--- src/rtl/shift_reg_chain_output.sv ---
// Serial driver for NUM_BYTES daisy-chained 74HC595-style registers with start/busy/done handshake.
// Optional macro SHIFT_REG_OE_PWM_EN adds a 16-step PWM on the registers' active-low output enable.
module shift_reg_chain_output #(
    parameter int NUM_BYTES = 2,
    parameter int CLK_DIV   = 4,
    parameter int MSB_FIRST = 1
) (
    input  logic                   i_clk,
    input  logic                   i_reset_n,
    input  logic [8*NUM_BYTES-1:0] i_value,
    input  logic                   i_start,
`ifdef SHIFT_REG_OE_PWM_EN
    input  logic [3:0]             i_brightness,
    output logic                   o_output_enable_n,
`endif
    output logic                   o_busy,
    output logic                   o_done,
    output logic                   o_data_val,
    output logic                   o_data_clock,
    output logic                   o_latch_shifted_value
);

    localparam int W     = 8 * NUM_BYTES;
    localparam int DIV_W = ($clog2(CLK_DIV + 1) > 1) ? $clog2(CLK_DIV + 1) : 1;
    localparam int BIT_W = ($clog2(W) > 1) ? $clog2(W) : 1;
    localparam bit MSB   = (MSB_FIRST != 0);

    localparam logic [DIV_W-1:0] DIV_LAST = DIV_W'(CLK_DIV - 1);
    localparam logic [BIT_W-1:0] BIT_LAST = BIT_W'(W - 1);

    typedef enum logic [2:0] {
        ST_IDLE     = 3'd0,
        ST_SHIFT_LO = 3'd1,
        ST_SHIFT_HI = 3'd2,
        ST_LATCH    = 3'd3,
        ST_DONE     = 3'd4
    } state_t;

    state_t             state_r, state_s;
    logic [DIV_W-1:0]   div_cnt_r, div_cnt_s;
    logic [BIT_W-1:0]   bit_cnt_r, bit_cnt_s;
    logic [W-1:0]       shift_r, shift_s;

    logic busy_r, done_r, data_val_r, data_clock_r, latch_r;

    // Bit presented on DS for the current position of the shift register.
    function automatic logic head_bit(input logic [W-1:0] word);
        if (MSB) begin
            return word[W-1];
        end else begin
            return word[0];
        end
    endfunction

    // Shift register advanced by one position towards the head bit.
    function automatic logic [W-1:0] advance(input logic [W-1:0] word);
        if (MSB) begin
            return {word[W-2:0], 1'b0};
        end else begin
            return {1'b0, word[W-1:1]};
        end
    endfunction

    // Next-state, counter and shift-register logic.
    always_comb begin
        state_s   = state_r;
        div_cnt_s = div_cnt_r;
        bit_cnt_s = bit_cnt_r;
        shift_s   = shift_r;
        case (state_r)
            // DONE accepts a new start so back-to-back transfers only lose one cycle.
            ST_IDLE, ST_DONE: begin
                if (i_start) begin
                    state_s   = ST_SHIFT_LO;
                    div_cnt_s = {DIV_W{1'b0}};
                    bit_cnt_s = {BIT_W{1'b0}};
                    shift_s   = i_value;
                end else begin
                    state_s   = ST_IDLE;
                end
            end
            ST_SHIFT_LO: begin
                if (div_cnt_r == DIV_LAST) begin
                    state_s   = ST_SHIFT_HI;
                    div_cnt_s = {DIV_W{1'b0}};
                end else begin
                    div_cnt_s = div_cnt_r + DIV_W'(1);
                end
            end
            ST_SHIFT_HI: begin
                if (div_cnt_r == DIV_LAST) begin
                    div_cnt_s = {DIV_W{1'b0}};
                    if (bit_cnt_r == BIT_LAST) begin
                        state_s = ST_LATCH;
                    end else begin
                        state_s   = ST_SHIFT_LO;
                        bit_cnt_s = bit_cnt_r + BIT_W'(1);
                        shift_s   = advance(shift_r);
                    end
                end else begin
                    div_cnt_s = div_cnt_r + DIV_W'(1);
                end
            end
            ST_LATCH: begin
                if (div_cnt_r == DIV_LAST) begin
                    state_s   = ST_DONE;
                    div_cnt_s = {DIV_W{1'b0}};
                end else begin
                    div_cnt_s = div_cnt_r + DIV_W'(1);
                end
            end
            default: begin
                state_s   = ST_IDLE;
                div_cnt_s = {DIV_W{1'b0}};
                bit_cnt_s = {BIT_W{1'b0}};
                shift_s   = {W{1'b0}};
            end
        endcase
    end

    // State registers plus outputs registered from the next-state decode.
    always_ff @(posedge i_clk or negedge i_reset_n) begin
        if (!i_reset_n) begin
            state_r      <= ST_IDLE;
            div_cnt_r    <= {DIV_W{1'b0}};
            bit_cnt_r    <= {BIT_W{1'b0}};
            shift_r      <= {W{1'b0}};
            busy_r       <= 1'b0;
            done_r       <= 1'b0;
            data_val_r   <= 1'b0;
            data_clock_r <= 1'b0;
            latch_r      <= 1'b0;
        end else begin
            state_r      <= state_s;
            div_cnt_r    <= div_cnt_s;
            bit_cnt_r    <= bit_cnt_s;
            shift_r      <= shift_s;
            busy_r       <= (state_s == ST_SHIFT_LO) || (state_s == ST_SHIFT_HI) ||
                            (state_s == ST_LATCH);
            done_r       <= (state_s == ST_DONE);
            data_val_r   <= ((state_s == ST_SHIFT_LO) || (state_s == ST_SHIFT_HI)) ?
                            head_bit(shift_s) : 1'b0;
            data_clock_r <= (state_s == ST_SHIFT_HI);
            latch_r      <= (state_s == ST_LATCH);
        end
    end

    assign o_busy                = busy_r;
    assign o_done                = done_r;
    assign o_data_val            = data_val_r;
    assign o_data_clock          = data_clock_r;
    assign o_latch_shifted_value = latch_r;

`ifdef SHIFT_REG_OE_PWM_EN
    logic [3:0] pwm_cnt_r;
    logic       oe_n_r;

    // Free-running PWM counter and registered active-low output enable.
    always_ff @(posedge i_clk or negedge i_reset_n) begin
        if (!i_reset_n) begin
            pwm_cnt_r <= 4'd0;
            oe_n_r    <= 1'b1;
        end else begin
            pwm_cnt_r <= pwm_cnt_r + 4'd1;
            oe_n_r    <= (pwm_cnt_r >= i_brightness);
        end
    end

    assign o_output_enable_n = oe_n_r;
`endif

endmodule

--- config.mk ---
export PLATFORM = sky130hd
export DESIGN_NAME = shift_reg_chain_output
export DESIGN_NICKNAME = d
export VERILOG_FILES = /design/src/rtl/shift_reg_chain_output.sv
export SDC_FILE = /design/constraint.sdc
export NUM_CORES = 1
export LEC_CHECK = 0
export CAP_MARGIN = 15
export CORE_ASPECT_RATIO = 1.5
export CORE_UTILIZATION = 52
export DETAILED_ROUTE_END_ITERATION = 7
export GPL_TIMING_DRIVEN = 0
export PLACE_DENSITY = 0.78
export SLEW_MARGIN = 25
export SYNTH_ARGS = -nofsm -noshare
export SYNTH_HDL_FRONTEND = slang
export SYNTH_SLANG_ARGS = --single-unit
--- constraint.sdc ---
create_clock -name i_clk -period 2 [get_ports i_clk]
set_input_delay 0.4 -clock i_clk [delete_from_list [all_inputs] [get_ports i_clk]]
set_output_delay 0.4 -clock i_clk [all_outputs]
set_load 0.01 [all_outputs]
==> flow_metrics.tcl, run 1 <==
set metrics [dict create \
    status "finished, final reports clean" \
    rows 23 \
    final_common_cell "dfrtp_1" \
    startpoint_type "flip-flop" \
    clk_latency_ns 0.28 \
    peakVddDrop_uv 866 \
    drc 0 \
    antenna_found_initial 0 \
    layout-drive-gt1-share_pct 17.3 \
    wl_per_cell_um 15.0 \
    synth-seq-cells 31 \
    placed_cell_area_mm2 0.00178 \
    timing.fmax_mhz 582 \
    grt_use_total_pct 23.9 \
    io_buffers 23 \
    die_area_mm2 0.00313 \
    crit_slowest_cell "dfrtp_1" \
    htree_levels 2 \
    cp.required_ns 2.22 \
    initial_core_util_pct 55.8 \
    clkTransAtPathRegs_ns 0.06 \
    fin_util_pct 69.6 \
    crit_arrival_ns 1.94 \
    period_share_pct 85.9 \
    postCtsHoldBufs 0 \
    clock_tree.root_cell "clkbuf_8" \
    overflow 0 \
    final_cell_mix "dfrtp_1, clkdlybuf4s50_1, nand2_1, a22oi_1, o21ai_1" \
    synthCells 142 \
    grt_max_degree 32 \
    cts_buffer_depth 2 \
    drt_iter0_drc 34 \
    numClockSinks 31 \
    hold_viol 0 \
    drv_cap 0 \
    ant_nets 0 \
    setup.worst_path.class "flip-flop to flip-flop" \
    slowest_delay_ns 0.40 \
    io_pins 24 \
    routed_wl_um 3150 \
    synth_top_area_cell "dfrtp_1" \
    period_minus_slack_ns 1.72 \
    die_y_um 68 \
    final_nets 193 \
    worst_pin_slew_ns 0.677 \
    core_area_mm2 0.00271 \
    drv_slew 0 \
    gp_congestion 0.759 \
    dp_hpwl_um 2280 \
    synth_top_area_share_pct 51.4 \
    grt_pass1_vias 1230 \
    ys.flop_type "dfrtp_1" \
    syn_nets 163 \
    dr_total_vias 1185 \
    skew_ns 0.00433 \
    area_growth_pct 24.6 \
    dr.pass1.iters 4 \
    cpLargestDelayFamily "compound AO/OA/AOI/OAI gates" \
    powerDensity_mw_per_mm2 1390 \
    cts_resized 0 \
    worstSetupEndpointType "flip-flop" \
    async_flop_share_pct 100 \
    grt_pass1_wl_um 5220 \
    rsz0062_at_grt "false" \
    cts_tree "done" \
    fp.dieW_um 46 \
    avgViaCountPerCell 5.64 \
    cts_made_buffers 5 \
    final_cell_area_mm2 0.00188 \
    critical_path.max_fanout 10 \
    yosysWarnings 0 \
    finalSetupViolations 0 \
    synth_area_mm2 0.00151 \
    hold_class "primary input to async pin" \
    ys_types 44 \
    tns_ns 0 \
    crit_path_cell_trace "ha_1 -> and2b_4 -> a21oi_2 -> clkbuf_2 -> o21ai_1 -> nand2_1" \
    avgSynthCellArea_um2 10.6 \
    synth_edf_count 0 \
    p_leak_nw 0.854 \
    nFillCells 230 \
    slew-limit-headroom_pct 54.9 \
    yosysSeqAreaShare_pct 51.4 \
    diodes 0 \
    timing.critical_path.buf_inv 1 \
    cts_setup_buffers 0 \
    synthTopCellsByArea "dfrtp_1, a22oi_1, nand2_1, buf_6, o21ai_1" \
]
flip-flops by register name, indices dropped and copies added, names as in the netlist:
register	count
o_data_val	1
o_busy	1
state_r	3
shift_r	16
o_done	1
div_cnt_r	3
o_latch_shifted_value	1
o_data_clock	1
bit_cnt_r	4
cells in the mapped netlist, types with 2 or more instances:
library cell	count
and3_1	2
a22oi_1	13
dfrtp_1	31
nor2_1	2
o31ai_1	3
a211oi_1	2
inv_1	4
nand3_1	2
o21ai_1	11
nand2_1	20
buf_6	5
nand2b_1	2
a21oi_1	2
o21ai_0	10
nor3_1	3
ha_1	2
final timing paths:
kind	start	slack (ns)	depth (start not counted)	end
max in group asynchronous	i_reset_n	1.41	1	o_busy
min in group i_clk	shift_r[13]	0.48	2	shift_r[13]
setup / recovery	div_cnt_r[0]	0.28	6	shift_r[10]
hold / removal	i_reset_n	0.15	1	shift_r[2]
hold reg to reg	shift_r[13]	0.48	2	shift_r[13]
setup reg to reg	div_cnt_r[0]	0.28	6	shift_r[10]
stage by stage:
step | hold WS, ns | cells | total power [mW] | worst slack [ns]
after floorplan | 0.104 | 142 | 1.77 | 0.513
after global placement | 0.461 | 202 | 2.03 | 0.0368
after detailed placement | 0.472 | 202 | 2.09 | 0.0274
after CTS | 0.167 | 210 | 2.64 | 0.296
after global routing | 0.207 | 210 | 2.80 | 0.145
final | 0.153 | 210 | 2.61 | 0.281
power breakdown:
| group | switching [mW] | internal [mW] |
|---|---|---|
| Sequential | 0.123 | 0.849 |
| Combinational | 0.608 | 0.497 |
| Clock | 0.223 | 0.314 |
| Total | 0.954 | 1.66 |
kinds of logic after synthesis:
kind of cell	share of synthesized area, %
AO/OA/AOI/OAI	23.6
adder cells (fa/ha/maj)	1.66
buffers and inverters	5.88
flip-flops	51.4
multiplexers	1.74
AND/OR/NAND/NOR	15.7
worst register-to-register path, stage by stage, from the launching register on:
cell	delay, ns
dfrtp_1	0.40
ha_1	0.26
and2b_4	0.21
a21oi_2	0.33
clkbuf_2	0.29
o21ai_1	0.11
nand2_1	0.06
routing by layer:
layer	global-route usage, %	share of wire [%]
met1	24.9	41
met2	42.1	54
met3	6.86	3.9
met4	12.1	1.3
met5	0	0
cell type report:
class / instances / area (um^2) / share of cell area, %
well taps: 37 / 46.3 / 2.46
plain buffers: 8 / 73.8 / 3.92
multi-input cells: 99 / 646 / 34.3
repair buffers: 23 / 225 / 12.0
flip-flops and latches: 31 / 776 / 41.2
inverters: 4 / 15.0 / 0.798
clock buffers: 8 / 100 / 5.32
(Power assumes the default switching activity.)
==> run 2: changes to the inputs <==
GPL_TIMING_DRIVEN = default   (was 0)
==> run 2 against run 1 <==
Against the previous run:
- clock power fell by 12%
- power fell by 4.7%
- worst hold slack improved by 0.34 ns
- via count rose by 1.1%
- sequential power rose by 6%
- design area fell by 2.5%
==> flow_metrics.tcl, run 2 (synthesis results as in run 1) <==
set metrics [dict create \
    io_buffers 23 \
    worstSetupEndpointType "flip-flop" \
    cts_setup_buffers 0 \
    clock_tree.root_cell "clkbuf_8" \
    dr.pass1.iters 4 \
    period_minus_slack_ns 1.64 \
    grt_use_total_pct 23.6 \
    crit_slowest_cell "dfrtp_1" \
    tns_ns 0 \
    timing.fmax_mhz 608 \
    drc 0 \
    avgViaCountPerCell 5.79 \
    finalSetupViolations 0 \
    setup.worst_path.class "flip-flop to flip-flop" \
    crit_path_cell_trace "ha_1 -> and2b_4 -> and3_1 -> buf_4 -> a22oi_1 -> nand2_1" \
    area_growth_pct 21.5 \
    antenna_found_initial 0 \
    cts_buffer_depth 2 \
    hold_viol 0 \
    htree_levels 2 \
    hold_class "flip-flop to flip-flop" \
    peakVddDrop_uv 999 \
    clkTransAtPathRegs_ns 0.06 \
    rows 23 \
    final_common_cell "dfrtp_1" \
    drv_slew 0 \
    drv_cap 0 \
    core_area_mm2 0.00271 \
    die_area_mm2 0.00313 \
    crit_arrival_ns 1.82 \
    largest_reg_flops 16 \
    ant_nets 0 \
    startpoint_type "flip-flop" \
    powerDensity_mw_per_mm2 1360 \
    fin_hold_ws_ns 0.491 \
    largest-register "shift_r" \
    clk_latency_ns 0.29 \
    p_leak_nw 0.830 \
    drt_iter0_drc 44 \
    die_y_um 68 \
    io_pins 24 \
    cts_resized 0 \
    placed_cell_area_mm2 0.00175 \
    cp.required_ns 2.17 \
    period_share_pct 82.2 \
    skew_ns 0.00714 \
    dr_total_vias 1198 \
    fp.dieW_um 46 \
    overflow 0 \
    gp_congestion 0.767 \
    final_nets 190 \
    slew-limit-headroom_pct 72.1 \
    postCtsHoldBufs 0 \
    rsz0062_at_grt "false" \
    grt_max_degree 32 \
    critical_path.max_fanout 11 \
    grt_pass1_wl_um 5130 \
    top_regs "shift_r x16, bit_cnt_r x4" \
    slowest_delay_ns 0.40 \
    cts_made_buffers 5 \
    layout-drive-gt1-share_pct 15.9 \
    initial_core_util_pct 55.8 \
    status "finished, final reports clean" \
    grt_pass1_vias 1195 \
    worst_pin_slew_ns 0.418 \
    numClockSinks 31 \
    dp_hpwl_um 2190 \
    diodes 0 \
    final_cell_area_mm2 0.00183 \
    final_cell_mix "dfrtp_1, clkdlybuf4s50_1, nand2_1, a22oi_1, o21ai_1" \
    cts_tree "done" \
    routed_wl_um 3110 \
    wl_per_cell_um 15.0 \
]
-- run 2: cell types whose count changed in the layout (fill, tap and decap cells not counted), sizes merged --
cell,delta
buf,-3
clkbuf,-4
clkdlybuf4s50,+1
clkinv,+3
-- run 2: metal layers --
| layer | GRT usage, % | share of wire, % | wire length, um |
|---|---|---|---|
| met5 | 0 | 0 | 0 |
| met3 | 7.12 | 5.3 | 166 |
| met4 | 12.9 | 2.9 | 91 |
| met2 | 40.0 | 52 | 1620 |
| met1 | 25.3 | 40 | 1240 |
-- run 2: layout make-up --
type                            count  area (um^2)
Clock buffer                        5         68.8
Inverter                            4         15.0
Tap cell                           37         46.3
Multi-Input combinational cell     99          646
Clock inverter                      3         15.0
Sequential cell                    31          776
Timing Repair Buffer               28          268
Fill cell                         231          871
-- run 2: report_power, final --
part | total [mW] | leakage, nW | switching, mW | internal, mW
clock network | 0.475 | 0.0477 | 0.237 | 0.237
logic | 0.988 | 0.381 | 0.537 | 0.451
registers | 1.03 | 0.402 | 0.179 | 0.848
-- run 2: per-stage QoR --
step                      std cells  utilization, %  power [mW]  worst slack (ns)
final                           207            67.8        2.49             0.355
after global routing            207            67.8        2.69             0.229
after CTS                       207            67.8        2.51             0.363
after detailed placement        199            64.7        2.03             0.164
after global placement          199            64.7        1.98             0.213
after floorplan                 142               -        1.77             0.513
-- run 2: path summary, 6_finish.rpt --
path                              startpoint           to  slack [ns]  cells after the start
max in group asynchronous          i_reset_n       o_busy        1.20                      2
worst min register to register    shift_r[7]   shift_r[7]        0.49                      2
worst max-delay path            div_cnt_r[0]  shift_r[10]        0.36                      6
min in group asynchronous          i_reset_n   shift_r[4]        0.50                      2
worst max register to register  div_cnt_r[0]  shift_r[10]        0.36                      6
worst min-delay path              shift_r[7]   shift_r[7]        0.49                      2
-- run 2: critical path, delay by kind of cell (launching register included) --
family          cells  cell delay, ns
compound gates      1            0.16
fa+ha+maj           1            0.25
buf+inv             1            0.21
flops               1            0.40
simple gates        3            0.52
